File: config.mk
export PLATFORM = sky130hd
export DESIGN_NAME = key_debounce
export DESIGN_NICKNAME = d
export VERILOG_FILES = /design/src/rtl/key_debounce.sv
export SDC_FILE = /design/constraint.sdc
export NUM_CORES = 1
export LEC_CHECK = 0
export ABC_AREA = 1
export CORE_UTILIZATION = 55
export CTS_CLUSTER_SIZE = 12
export DETAILED_ROUTE_END_ITERATION = 6
export GPL_ROUTABILITY_DRIVEN = 0
export GPL_TIMING_DRIVEN = 0
export HOLD_SLACK_MARGIN = 0.15
export PLACE_DENSITY = 0.79
export SYNTH_ARGS = -nofsm -noshare
export SYNTH_HDL_FRONTEND = slang
export SYNTH_SLANG_ARGS = --single-unit
File: constraint.sdc
create_clock -name clk -period 1.7 [get_ports clk]
set_input_delay 0.34 -clock clk [delete_from_list [all_inputs] [get_ports clk]]
set_output_delay 0.34 -clock clk [all_outputs]
set_load 0.05 [all_outputs]
File: src/rtl/key_debounce.sv
// key_debounce: synchronise and debounce active-low push-buttons.
// Emits level, press/release pulses, press toggle, optional long-press.
//
// Ports:
//   clk          system clock, all logic on rising edge
//   reset        synchronous, active-high
//   key_n        raw keys, asynchronous, 0 = pressed
//   key_level    debounced state, 1 = pressed
//   key_press    one-cycle pulse on accepted press
//   key_release  one-cycle pulse on accepted release
//   key_toggle   flips on every accepted press
//   key_long     one-cycle long-press pulse
//
// Build option: define KEY_DEBOUNCE_LONGPRESS_EN to build the per-key
// hold counters; otherwise key_long is tied low.
module key_debounce #(
  parameter int NUM_KEYS        = 3,
  parameter int DEBOUNCE_CYCLES = 1000000,
  parameter int LONG_CYCLES     = 50000000
) (
  input  logic                clk,
  input  logic                reset,
  input  logic [NUM_KEYS-1:0] key_n,
  output logic [NUM_KEYS-1:0] key_level,
  output logic [NUM_KEYS-1:0] key_press,
  output logic [NUM_KEYS-1:0] key_release,
  output logic [NUM_KEYS-1:0] key_toggle,
  output logic [NUM_KEYS-1:0] key_long
);

  localparam int CW = $clog2(DEBOUNCE_CYCLES) + 1;
  localparam logic [CW-1:0] CNT_LAST = CW'(DEBOUNCE_CYCLES - 1);

  typedef enum logic {
    UP   = 1'b0,
    DOWN = 1'b1
  } state_t;

  logic [NUM_KEYS-1:0] sync1;
  logic [NUM_KEYS-1:0] sync2;
  logic [NUM_KEYS-1:0] s;

  state_t        state_q [NUM_KEYS];
  state_t        state_d [NUM_KEYS];
  logic [CW-1:0] cnt_q   [NUM_KEYS];
  logic [CW-1:0] cnt_d   [NUM_KEYS];

  logic [NUM_KEYS-1:0] press_d;
  logic [NUM_KEYS-1:0] release_d;
  logic [NUM_KEYS-1:0] toggle_d;

  // active-high pressed view of the synchronised key
  assign s = ~sync2;

  always_comb begin
    state_d   = state_q;
    cnt_d     = '{default: '0};
    press_d   = '0;
    release_d = '0;
    toggle_d  = key_toggle;
    for (int k = 0; k < NUM_KEYS; k++) begin
      unique case (state_q[k])
        UP: begin
          if (s[k]) begin
            if (cnt_q[k] == CNT_LAST) begin
              state_d[k]  = DOWN;
              press_d[k]  = 1'b1;
              toggle_d[k] = ~key_toggle[k];
            end else begin
              cnt_d[k] = cnt_q[k] + 1'b1;
            end
          end
        end
        DOWN: begin
          if (!s[k]) begin
            if (cnt_q[k] == CNT_LAST) begin
              state_d[k]   = UP;
              release_d[k] = 1'b1;
            end else begin
              cnt_d[k] = cnt_q[k] + 1'b1;
            end
          end
        end
        default: state_d[k] = UP;
      endcase
    end
  end

  always_comb begin
    key_level = '0;
    for (int k = 0; k < NUM_KEYS; k++) begin
      key_level[k] = (state_q[k] == DOWN);
    end
  end

  always_ff @(posedge clk) begin
    if (reset) begin
      sync1       <= '1;
      sync2       <= '1;
      key_press   <= '0;
      key_release <= '0;
      key_toggle  <= '0;
      for (int k = 0; k < NUM_KEYS; k++) begin
        state_q[k] <= UP;
        cnt_q[k]   <= '0;
      end
    end else begin
      sync1       <= key_n;
      sync2       <= sync1;
      key_press   <= press_d;
      key_release <= release_d;
      key_toggle  <= toggle_d;
      for (int k = 0; k < NUM_KEYS; k++) begin
        state_q[k] <= state_d[k];
        cnt_q[k]   <= cnt_d[k];
      end
    end
  end

`ifdef KEY_DEBOUNCE_LONGPRESS_EN
  localparam int LW = $clog2(LONG_CYCLES) + 1;
  localparam logic [LW-1:0] HOLD_LAST = LW'(LONG_CYCLES - 1);
  localparam logic [LW-1:0] HOLD_DONE = LW'(LONG_CYCLES);

  logic [LW-1:0] hold_q [NUM_KEYS];

  // hold_q parks at HOLD_DONE after firing so one press gives one pulse
  always_ff @(posedge clk) begin
    if (reset) begin
      key_long <= '0;
      for (int k = 0; k < NUM_KEYS; k++) begin
        hold_q[k] <= '0;
      end
    end else begin
      for (int k = 0; k < NUM_KEYS; k++) begin
        key_long[k] <= 1'b0;
        if (state_q[k] == UP) begin
          hold_q[k] <= '0;
        end else if (hold_q[k] == HOLD_LAST) begin
          key_long[k] <= 1'b1;
          hold_q[k]   <= HOLD_DONE;
        end else if (hold_q[k] < HOLD_LAST) begin
          hold_q[k] <= hold_q[k] + 1'b1;
        end
      end
    end
  end
`else
  // always zero; the term only keeps LONG_CYCLES referenced
  assign key_long = {NUM_KEYS{1'b0}} & {NUM_KEYS{LONG_CYCLES > 0}};
`endif

endmodule
# [After elaboration in Yosys (flattened, before gate mapping)]
# Memories as Yosys holds them, arrays and structs flattened.
# Cells that the tools add are included.
[word_totals] regBits=18 latch_bits=0 mem_bits_rw=63 rom_bits=0 out_inout_bits=15 wordCells=73 n_memories=1
[memory_table] memory="cnt_q" depth=3 word_bits=21 rd=3 rd_ports_with_merged_regs=0 write_ports=3 line_no="45" rtl="logic [CW-1:0] cnt_q [NUM_KEYS];"
[op_classes] n_addsub=3 n_mul=0 n_div=0 n_lt_le_gt_ge=0 n_eq_ne=3 shifts=0 mux=33 bitwise=10 reduce_logical=9
[op_table] operator="$mux 21" count=12
[op_table] operator="$pmux 21 s2" count=3
[op_table] operator="$add 21x1->21 const B" count=3
[op_table] operator="$eq 21x20->1 const B" count=3
[op_table] operator="$mux 1" count=15
[op_table] operator="$reduce_and 3->1" count=3
[op_table] operator="$reduce_or 3->1" count=3
[op_table] operator="$not 1->1" count=6
[op_table] operator="$pmux 1 s2" count=3
[op_table] operator="$reduce_or 2->1" count=3
[op_table] operator="$not 3->3" count=1
[op_table] operator="$or 1x1->1" count=3

# [Longest topological paths before layout]
# Gate-level depths: netlist of the first run.
# An unclocked memory read counts as a cell.
[depth] depth_word=6 ltp_mapped=9

# [Worst setup path before layout of the first run]
# OpenSTA, ideal clock, no wires.
[synth_timing] path_type="reg-to-reg" start="memory cnt_q[0][0] (netlist name)" end="memory cnt_q[0][13] (netlist name)" setup_ps=114 arrival_ps=1376 required_ps=1586 slack_ps=210 stages_incl_launch_ff=8 path_cell_list="dfxtp_1 ha_1 inv_1 nor3_4 nand3_2 nand3_4 buf_6 nor2_1"
[synth_rtl] item="start: declaration" line_no="45"

==> reports/results.md, run 1 <==
- **Boundary Pins** 20
- **type of the worst min-delay path** in -> reg
- **Clock Sinks** 81
- **synthesized area per cell** 6.79 um2
- **global router's overall resource usage** 24.7%
- **mean number of vias per cell** 5.09
- **number of nets in the layout** 632
- **ys flop type** dfxtp_1
- **worst slew slack as a fraction of its limit** 65.5%
- **Synth area leaders** dfxtp_1 (40%), nor2_1 (14%), nand2_1 (13%), inv_1 (5.8%), nand3_1 (4.7%)
- **die area** 7680 um2
- **Cells after Synth** 594
- **CTS H-Tree Depth** 3
- **horizontal die dimension** 87.7 um
- **Final Util** 66.1%
- **Routed WL** 8.72 mm
- **cell area after synthesis** 4040 um2
- **Initial Util** 58.1%
- **leakage** 0.00167 uW
- **dominant combinational cell family by area after synthesis** simple AND/OR/NAND/NOR gates
- **share of the clock period used by the worst path after layout** 97.2%
- **clock latency at the later pin of the worst-skew pair** 360 ps
- **cell family with the largest share of critical-path delay** buffers and inverters
- **total area of sequential cells** 1630 um2
- **leading cell types by count after synthesis** nor2_1 (147), nand2_1 (135), dfxtp_1 (81)
- **mux cell area share after synthesis** 0%
- **sum of net half-perimeters after detailed placement** 6.32 mm
- **YS warnings** 0
- **final setup fails** 0
- **Clk Tree Root Cell** clkbuf_8
- **run status** finished clean
- **sequential element share of the synthesized area** 40.2%
- **DRC violations left** 0
- **required time of the critical path** 1360 ps
- **peak per-stage delay on the critical path** 550 ps
- **kind of end point of the critical path** output pin
- **Slowest-stage cell, CP** dlygate4sd2_1
- **start-to-end type of the worst setup path** reg -> out
- **minimum period implied by the final worst setup slack** 1650 ps
- **routed via count** 3687
- **proportion of synthesized flip-flops having asynchronous set or reset** 0%
- **largest driver fanout on the critical path** 4
- **residual antenna-violating net count after detailed routing** 0
- **post-synthesis adder-cell area fraction** 0.930%
- **worst slew pin tran** 517 ps
- **library cell with the largest summed area after synthesis** dfxtp_1
- **largest net degree at the start of global routing** 14
- **Max Slew Vio Count** 0
- **first-pass GRT wire length** 14.8 mm
- **most frequently used cell type in the post-synthesis netlist** nor2_1
- **Max VDD drop** 462 uV
- **portion of synthesized cell area occupied by the leading cell type** 40.2%
- **number of core rows** 30
- **xor and xnor area share after synthesis** 5.43%
- **proportion of layout cells with a drive suffix above 1** 11.6%
- **Fillers** 609
- **Final Hold Violating Endpoints** 0
- **antenna violations before repair** 0
- **maximum clock path buffer count** 2
- **CORE AREA** 6940 um2
- **ordered cell list for the critical path** dlygate4sd2_1
- **initial detailed-routing violation count** 181
- **router iterations before antenna repair** 5
- **Buf/Inv on CP** 1
- **Layout Skew** 14.5 ps
- **area overhead of the layout relative to synthesis** 13.7%
- **synthesis-stage register bit count** 81
- **compound-gate portion of the synthesized area** 2.39%
- **vias in the first global route** 3496
- **number of enable-type register cells in the synthesized netlist** 0
- **post-synthesis simple-gate area fraction** 42.9%
- **diodes inserted** 0
- **number of I/O port buffers** 15
- **height of the die** 87.7 um
- **number of buffers added by the clock tree synthesis step** 9
- **remaining global-route overflow** 0
- **detail-routed net length per standard cell** 12.0 um
- **worst path arrival time** 1310 ps
- **max cap viols** 0
- **number of standard cells in the final layout excluding fillers** 725
- **area of combinational cells with multiple inputs** 2130 um2
- **Cell Pwr Density** 790 nW/um2
- **startpoint class of the critical path** flop
- **Total Negative Setup Slacks** 0 ps
- **CTS tree** done
- **clock-pin transition on the worst setup and hold timing paths** 80 ps
- **Power, Total** 3620 uW
- **Fmax** 0.605 GHz
- **number of distinct library cell variants in the gate-level netlist after synthesis** 34
- **Cell Count Post-Placement** 707
==> registers in the layout, summed over array words and instances, names as in the netlist, named ones only <==
register	flops
key_release	3
sync1	3
cnt_q	63
key_toggle	3
sync2	3
key_press	3
==> worst paths after layout <==
kind | startpoint | endpoint | slack [ps] | depth (start not counted)
min | reset | key_toggle[2]$_SDFFE_PP0P_ | 270 | 2
min reg2reg | sync1[2]$_SDFF_PP1_ | sync2[2]$_SDFF_PP1_ | 410 | 1
max | flop | key_level[0] | 50 | 1
max reg2reg | cnt_q[0][0]$_SDFF_PP0_ | cnt_q[0][0]$_SDFF_PP0_ | 120 | 7
==> final cells by class <==
class / count / share of cell area [%]
Clock inverter: 4 / 1.64
Inverter: 66 / 5.40
Clock buffer: 12 / 3.38
Tap cell: 96 / 2.62
Timing Repair Buffer: 17 / 3.54
Sequential cell: 81 / 35.4
Multi-Input combinational cell: 439 / 46.3
Buffer: 10 / 1.69
==> cell families (layout without fill, tap and decap cells) <==
group,Yosys count,in the layout
fa+ha+maj,3,3
other cells,1,3
compound gates,18,18
flops,81,81
simple gates,390,390
xor+xnor,25,25
buf+inv,76,109
==> per-stage QoR <==
| stage | instance area [um2] | hold slack (ps) | setup slack (ps) |
|---|---|---|---|
| after floorplan | 4040 | 389 | 210 |
| after global placement | 4310 | 394 | -8.08 |
| after detailed placement | 4310 | 396 | -90.4 |
| after CTS | 4540 | 254 | 9.23 |
| after global routing | 4590 | 275 | -25.1 |
| final | 4590 | 271 | 48.0 |
==> cells in the final DEF (no fill, tap or decap), drive strengths merged <==
cell / n
inv: 66
conb: 3
bufinv: 2
xnor2: 9
nand4: 10
xor2: 16
nor2: 161
clkinvlp: 2
a21o: 1
nand3b: 1
nand2: 142
a21oi: 6
clkbuf: 12
and2: 1
dlygate4sd2: 12
ha: 3
buf: 12
o21ai: 9
nand3: 43
o211ai: 1
nor3: 24
and3: 1
or2: 7
clkdlybuf4s50: 3
dfxtp: 81
a31oi: 1
==> timing repair <==
action,CTS,global route
gates resized for setup,15,8
setup buffers,0,2
pin swaps,0,1
gates cloned,0,0
endpoints found under the setup margin,32,36
hold endpoints to repair,0,0
hold buffers,0,0
==> metal layers <==
layer	vias up	GRT usage [%]	wire length (um)	share of wire (%)
li1	1899	-	-	-
met1	1656	29.2	3800	44
met2	107	44.0	4270	49
met3	25	4.15	431	4.9
met4	0	11.0	220	2.5
met5	-	0	0	0
==> power breakdown <==
group	leakage, uW	internal [uW]	total, uW	switching (uW)
Combinational	0.000911	30.1	84.3	54.2
Clock	0.000109	908	1630	722
Sequential	0.000655	1900	1910	5.56
(Power assumes the default switching activity.)
==> run 2: changes to the inputs <==
Settings changed: CORE_MARGIN set to 2.
==> run 2 against run 1 <==
Critical path depth unchanged. Utilization is 2.7 points lower. Final area is 0.87% lower. Power down 5.8%. First-iteration DRC count shrank 2.2%. Clock power down 13%. Routed wire length down 4.6%. Sequential share of layout area up 0.28 points. Register-to-register slack is essentially flat. Clock skew is 4.3 ps lower. Combinational power is 3.1% lower. Non-clock buffer count grew 1. Critical endpoint unchanged. Largest cell class unchanged. Highest routed layer unchanged.
==> reports/results.md, run 2 (synthesis gave the netlist of run 1 again) <==
- **Boundary Pins** 20, unchanged
- **required time of the critical path** 1360 ps, about the same
- **leading cell type in the layout, fill and taps excluded** nor2_1
- **Max VDD drop** 425 uV, -8.0%
- **Buf/Inv on CP** 1, unchanged
- **Initial Util** 56.2%, -1.9 points
- **antenna violations before repair** 0, unchanged
- **peak per-stage delay on the critical path** 550 ps, about the same
- **cell family with the largest share of critical-path delay** buffers and inverters
- **router iterations before antenna repair** 5, unchanged
- **final setup fails** 0, unchanged
- **clock-pin transition on the worst setup and hold timing paths** 80 ps, about the same
- **remaining global-route overflow** 0, unchanged
- **hold wc startpoint** reset
- **share of the clock period used by the worst path after layout** 97.3%, +0.15 points
- **worst setup slack for register-to-register paths** 110 ps, about the same
- **r2r startpoint** cnt_q[0][0]$_SDFF_PP0_
- **CORE AREA** 7180 um2, +3.3%
- **run status** finished clean
- **die area** 8040 um2, +4.6%
- **sum of net half-perimeters after detailed placement** 6.19 mm, -2.0%
- **Total Negative Setup Slacks** 0 ps, unchanged
- **proportion of layout cells with a drive suffix above 1** 11.1%, -0.49 points
- **vias in the first global route** 3297, -5.7%
- **CTS H-Tree Depth** 3, unchanged
- **start-to-end type of the worst setup path** reg -> out
- **number of nets in the layout** 633, +0.16%
- **startpoint class of the critical path** flop
- **Worst Reg2Reg Path Length in Cells** 7, unchanged
- **Largest register FFs** 63, unchanged
- **Cell Pwr Density** 750 nW/um2, -5.0%
- **Clk Tree Root Cell** clkbuf_8
- **Layout Skew** 10.2 ps, -4.29 ps
- **Routed WL** 8.32 mm, -4.6%
- **type of the worst min-delay path** in -> reg
- **Biggest register** cnt_q
- **kind of end point of the critical path** output pin
- **detail-routed net length per standard cell** 11.4 um, -5.1%
- **diodes inserted** 0, unchanged
- **unrepaired setup endpoints after global routing** no
- **DRC violations left** 0, unchanged
- **clock latency at the later pin of the worst-skew pair** 360 ps, about the same
- **minimum period implied by the final worst setup slack** 1650 ps, +2.51 ps
- **area overhead of the layout relative to synthesis** 12.7%
- **Max Slew Vio Count** 0, unchanged
- **Final Hold Violating Endpoints** 0, unchanged
- **largest driver fanout on the critical path** 4, unchanged
- **CTS tree** done
- **initial detailed-routing violation count** 177, -2.2%
- **global router's overall resource usage** 22.1%, -2.6 points
- **maximum clock path buffer count** 2, unchanged
- **Final Util** 63.4%, -2.7 points
- **routed via count** 3682, -0.14%
- **Fillers** 661, +8.5%
- **setup slack of the critical path after layout** 45.5 ps, -2.51 ps
- **Fmax** 0.604 GHz, -0.15%
- **Power, Total** 3410 uW, -5.8%
- **number of buffers added by the clock tree synthesis step** 9, unchanged
- **max cap viols** 0, unchanged
- **height of the die** 89.7 um, +2.3%
- **mean number of vias per cell** 5.05, -0.68%
- **number of I/O port buffers** 15, unchanged
- **number of core rows** 31, +3.3%
- **ordered cell list for the critical path** dlygate4sd2_1
- **worst path arrival time** 1310 ps, about the same
- **Slowest-stage cell, CP** dlygate4sd2_1
- **hold endpoint** key_toggle[2]$_SDFFE_PP0P_
- **count of hold buffers inserted by post-cts repair** 0, unchanged
- **residual antenna-violating net count after detailed routing** 0, unchanged
- **largest net degree at the start of global routing** 14, unchanged
- **leakage** 0.00166 uW, -1.1%
- **number of cells on the worst hold path** 2, unchanged
- **Clock Sinks** 81, unchanged
- **first-pass GRT wire length** 13.7 mm, -7.1%
- **Post-Place Worst Slack** -28.7 ps, +61.7 ps
- **horizontal die dimension** 89.7 um, +2.3%
- **endpoint of the lowest-slack register-to-register path** cnt_q[0][14]$_SDFF_PP0_
- **leading cell types in the layout, fill and taps excluded** nor2_1 (146), nand2_1 (134), dfxtp_1 (79)
==> run 2: area by class of cell <==
class	instances	area (um2)	area share, %
Buffer	10	77.6	1.71
Clock buffer	12	145	3.19
Clock inverter	4	52.6	1.16
Inverter	66	248	5.45
Multi-Input combinational cell	439	2120	46.6
Sequential cell	81	1620	35.7
Tap cell	99	124	2.72
Timing Repair Buffer	18	158	3.47
==> run 2: timing repair <==
action                                 4_1_cts  5_1_grt
endpoints found under the hold margin        0        0
setup endpoints to repair                   31       37
pin swaps                                    0        2
setup buffers                                0        3
gates cloned                                 0        0
gates resized for setup                     15        5
==> run 2: metal layers <==
metal	share of wire, %	GRT usage (%)	vias to the layer above
met2	48	38.0	61
met3	3.0	4.02	18
li1	-	-	1911
met1	46	26.3	1692
met5	0	0	-
met4	2.6	11.5	0
==> run 2: stage by stage <==
stage	cell area [um2]	instances	hold WS, ps
after floorplan	4040	596	389
after global placement	4320	710	394
after detailed placement	4320	710	402
after CTS	4510	726	255
after global routing	4550	729	276
final	4550	729	268
==> run 2: how the worst max path moves through the flow <==
stage                     cells past startpoint  slack (ps)                       to                    from
final                                         1          50             key_level[0]                    flop
after floorplan                               7         210  cnt_q[0][13]$_SDFF_PP0_  cnt_q[0][0]$_SDFF_PP0_
after detailed placement                      7         -30  cnt_q[0][19]$_SDFF_PP0_  cnt_q[0][0]$_SDFF_PP0_
after global placement                        7        -0.1   cnt_q[0][0]$_SDFF_PP0_  cnt_q[0][0]$_SDFF_PP0_
after CTS                                     7           4  cnt_q[0][14]$_SDFF_PP0_  cnt_q[0][0]$_SDFF_PP0_
after global routing                          7         0.2  cnt_q[0][14]$_SDFF_PP0_  cnt_q[0][0]$_SDFF_PP0_
==> run 2: power by group <==
group          switching [uW]  internal (uW)
combinational            52.8           28.9
sequential               5.77           1900
clock                     700            720
==> run 3: changes to the inputs <==
Settings changed: CELL_PAD_IN_SITES_DETAIL_PLACEMENT set to 2, CELL_PAD_IN_SITES_GLOBAL_PLACEMENT set to 2, CORE_UTILIZATION 55 to 34, PLACE_DENSITY 0.79 to 0.84.
==> run 3 against run 2 <==
Global-route usage down 1.4 points. Clock skew down 2.7 ps. Via count up 4.6%. First-iteration DRC count down 44%. Hold slack better by 6.0 ps. Sequential power about the same. Fmax up 0.87%. Sequential share of layout area down 1.8 points. Highest routed layer unchanged.
==> reports/results.md, run 3 (synthesis gave the netlist of run 1 again) <==
- **number of nets in the layout** 638, +0.79%
- **Fmax** 0.610 GHz, +0.87%
- **Largest register FFs** 63, unchanged
- **maximum clock path buffer count** 2, unchanged
- **r2r startpoint** cnt_q[0][6]$_SDFF_PP0_
- **Initial Util** 35.0%, -21 points
- **leading cell types in the layout, fill and taps excluded** nor2_1 (142), nand2_1 (133), dfxtp_1 (79)
- **number of core rows** 39, +26%
- **number of I/O port buffers** 15, unchanged
- **Biggest register** cnt_q
- **router iterations before antenna repair** 4, -1
- **Clk Tree Root Cell** clkbuf_16
- **leading cell type in the layout, fill and taps excluded** nor2_1
- **type of the worst min-delay path** in -> reg
- **die area** 12800 um2, +59%
- **routed via count** 3853, +4.6%
- **cell family with the largest share of critical-path delay** buffers and inverters
- **mean number of vias per cell** 4.95, -1.9%
- **sum of net half-perimeters after detailed placement** 9.17 mm, +48%
- **remaining global-route overflow** 0, unchanged
- **run status** finished clean
- **DRC violations left** 0, unchanged
- **area overhead of the layout relative to synthesis** 18.8%
- **Slowest-stage cell, CP** clkdlybuf4s15_1
- **CORE AREA** 11500 um2, +60%
- **clock latency at the later pin of the worst-skew pair** 350 ps, about the same
- **Layout Skew** 7.51 ps, -2.69 ps
- **leakage** 0.00174 uW, +5.1%
- **detail-routed net length per standard cell** 16.1 um, +41%
- **vias in the first global route** 4389, +33%
- **kind of end point of the critical path** output pin
- **largest driver fanout on the critical path** 4, unchanged
- **Max VDD drop** 302 uV, -29%
- **required time of the critical path** 1360 ps, about the same
- **clock-pin transition on the worst setup and hold timing paths** 60 ps, -20 ps
- **Buf/Inv on CP** 1, unchanged
- **Cell Pwr Density** 846 nW/um2, +13%
- **Clock Sinks** 81, unchanged
- **first-pass GRT wire length** 21.0 mm, +53%
- **final setup fails** 0, unchanged
- **logic gate share of total power** 2.1%, -0.3 points
- **Net Switching** 861 uW, +13%
- **largest net degree at the start of global routing** 13, -1
- **startpoint class of the critical path** flop
- **CTS tree** done
- **global router's overall resource usage** 20.7%, -1.4 points
- **worst path arrival time** 1300 ps, about the same
- **Max Slew Vio Count** 0, unchanged
- **residual antenna-violating net count after detailed routing** 0, unchanged
- **diodes inserted** 0, unchanged
- **CTS H-Tree Depth** 3, unchanged
- **Boundary Pins** 20, unchanged
- **share of the clock period used by the worst path after layout** 96.5%, -0.84 points
- **max cap viols** 0, unchanged
- **minimum period implied by the final worst setup slack** 1640 ps, -14.4 ps
- **peak per-stage delay on the critical path** 540 ps, about the same
- **Cell Count Post-Placement** 754, +6.2%
- **start-to-end type of the worst setup path** reg -> out
- **fraction of power consumed by the clock network** 50.7%, +9.1 points
- **hold wc startpoint** reset
- **Routed WL** 12.5 mm, +51%
- **internal power** 3190 uW, +20%
- **count of hold buffers inserted by post-cts repair** 0, unchanged
- **switching part of the total** 21.2%, -1.0 points
- **horizontal die dimension** 113 um, +26%
- **ordered cell list for the critical path** clkdlybuf4s15_1
- **antenna violations before repair** 0, unchanged
- **Final Hold Violating Endpoints** 0, unchanged
- **total cell area at the placement stage** 4370 um2, +1.3%
- **number of buffers added by the clock tree synthesis step** 9, unchanged
- **Final Util** 41.6%, -22 points
- **initial detailed-routing violation count** 100, -44%
- **height of the die** 113 um, +26%
- **proportion of power drawn by flip-flops and latches** 47.2%, -8.8 points
- **number of standard cells in the final layout excluding fillers** 778, +6.7%
- **proportion of layout cells with a drive suffix above 1** 12.8%, +1.6 points
- **fin area** 4790 um2, +5.3%
run 3: changes by cell type in the layout (fill, tap and decap cells not counted), moves of 3 or more:
cell	before	now
buf_4	7	12
clkbuf_16	0	9
clkbuf_8	10	3
clkinvlp_4	3	0
nor2_1	146	142
nor2_4	5	8
run 3: power by group through the flow:
stage	Clock, uW	Sequential, uW	Combinational (uW)
after CTS	2100	1910	86.4
after detailed placement	0	1960	85.0
after global routing	2170	1910	97.0
after floorplan	0	1950	61.1
final	2060	1910	86.2
after global placement	0	1950	81.4
run 3: layout make-up:
class	count	area (um2)
Tap cell	143	179
Inverter	66	248
Sequential cell	81	1620
Buffer	10	77.6
Multi-Input combinational cell	439	2160
Timing Repair Buffer	23	196
Fill cell	1395	6720
Clock buffer	14	274
Clock inverter	2	35.0
run 3: worst paths after layout:
check | endpoint | slack, ps | cells after the start
worst max-delay path | key_level[0] | 60 | 1
worst min-delay path | key_toggle[2]$_SDFFE_PP0P_ | 270 | 2
worst max register to register | cnt_q[0][12]$_SDFF_PP0_ | 90 | 8
worst min register to register | sync2[2]$_SDFF_PP1_ | 430 | 1
run 3: layer usage:
| metal | share of wire [%] | GRT usage (%) | vias to the layer above | wire length (um) |
|---|---|---|---|---|
| met5 | 0 | 0 | - | 0 |
| met4 | 1.6 | 7.72 | 0 | 199 |
| met3 | 2.3 | 3.80 | 19 | 291 |
| met2 | 52 | 38.3 | 33 | 6550 |
| met1 | 44 | 23.8 | 1896 | 5500 |
| li1 | - | - | 1905 | - |
run 3: repair_timing:
item	4_1_cts	5_1_grt
pin swaps	1	5
hold endpoints to repair	0	0
setup buffers	1	7
setup endpoints to repair	47	40
resized for setup	19	13
run 3: through the flow:
stage | setup slack [ps] | total power, uW | TNS (ps) | hold WS [ps]
floorplan | 210 | 2010 | 0 | 389
global placement | -77.3 | 2040 | -1330 | 394
detailed placement | -98.1 | 2040 | -2370 | 421
CTS | 2.22 | 4100 | 0 | 278
global route | -11.5 | 4180 | -14.7 | 310
finish | 59.8 | 4050 | 0 | 274
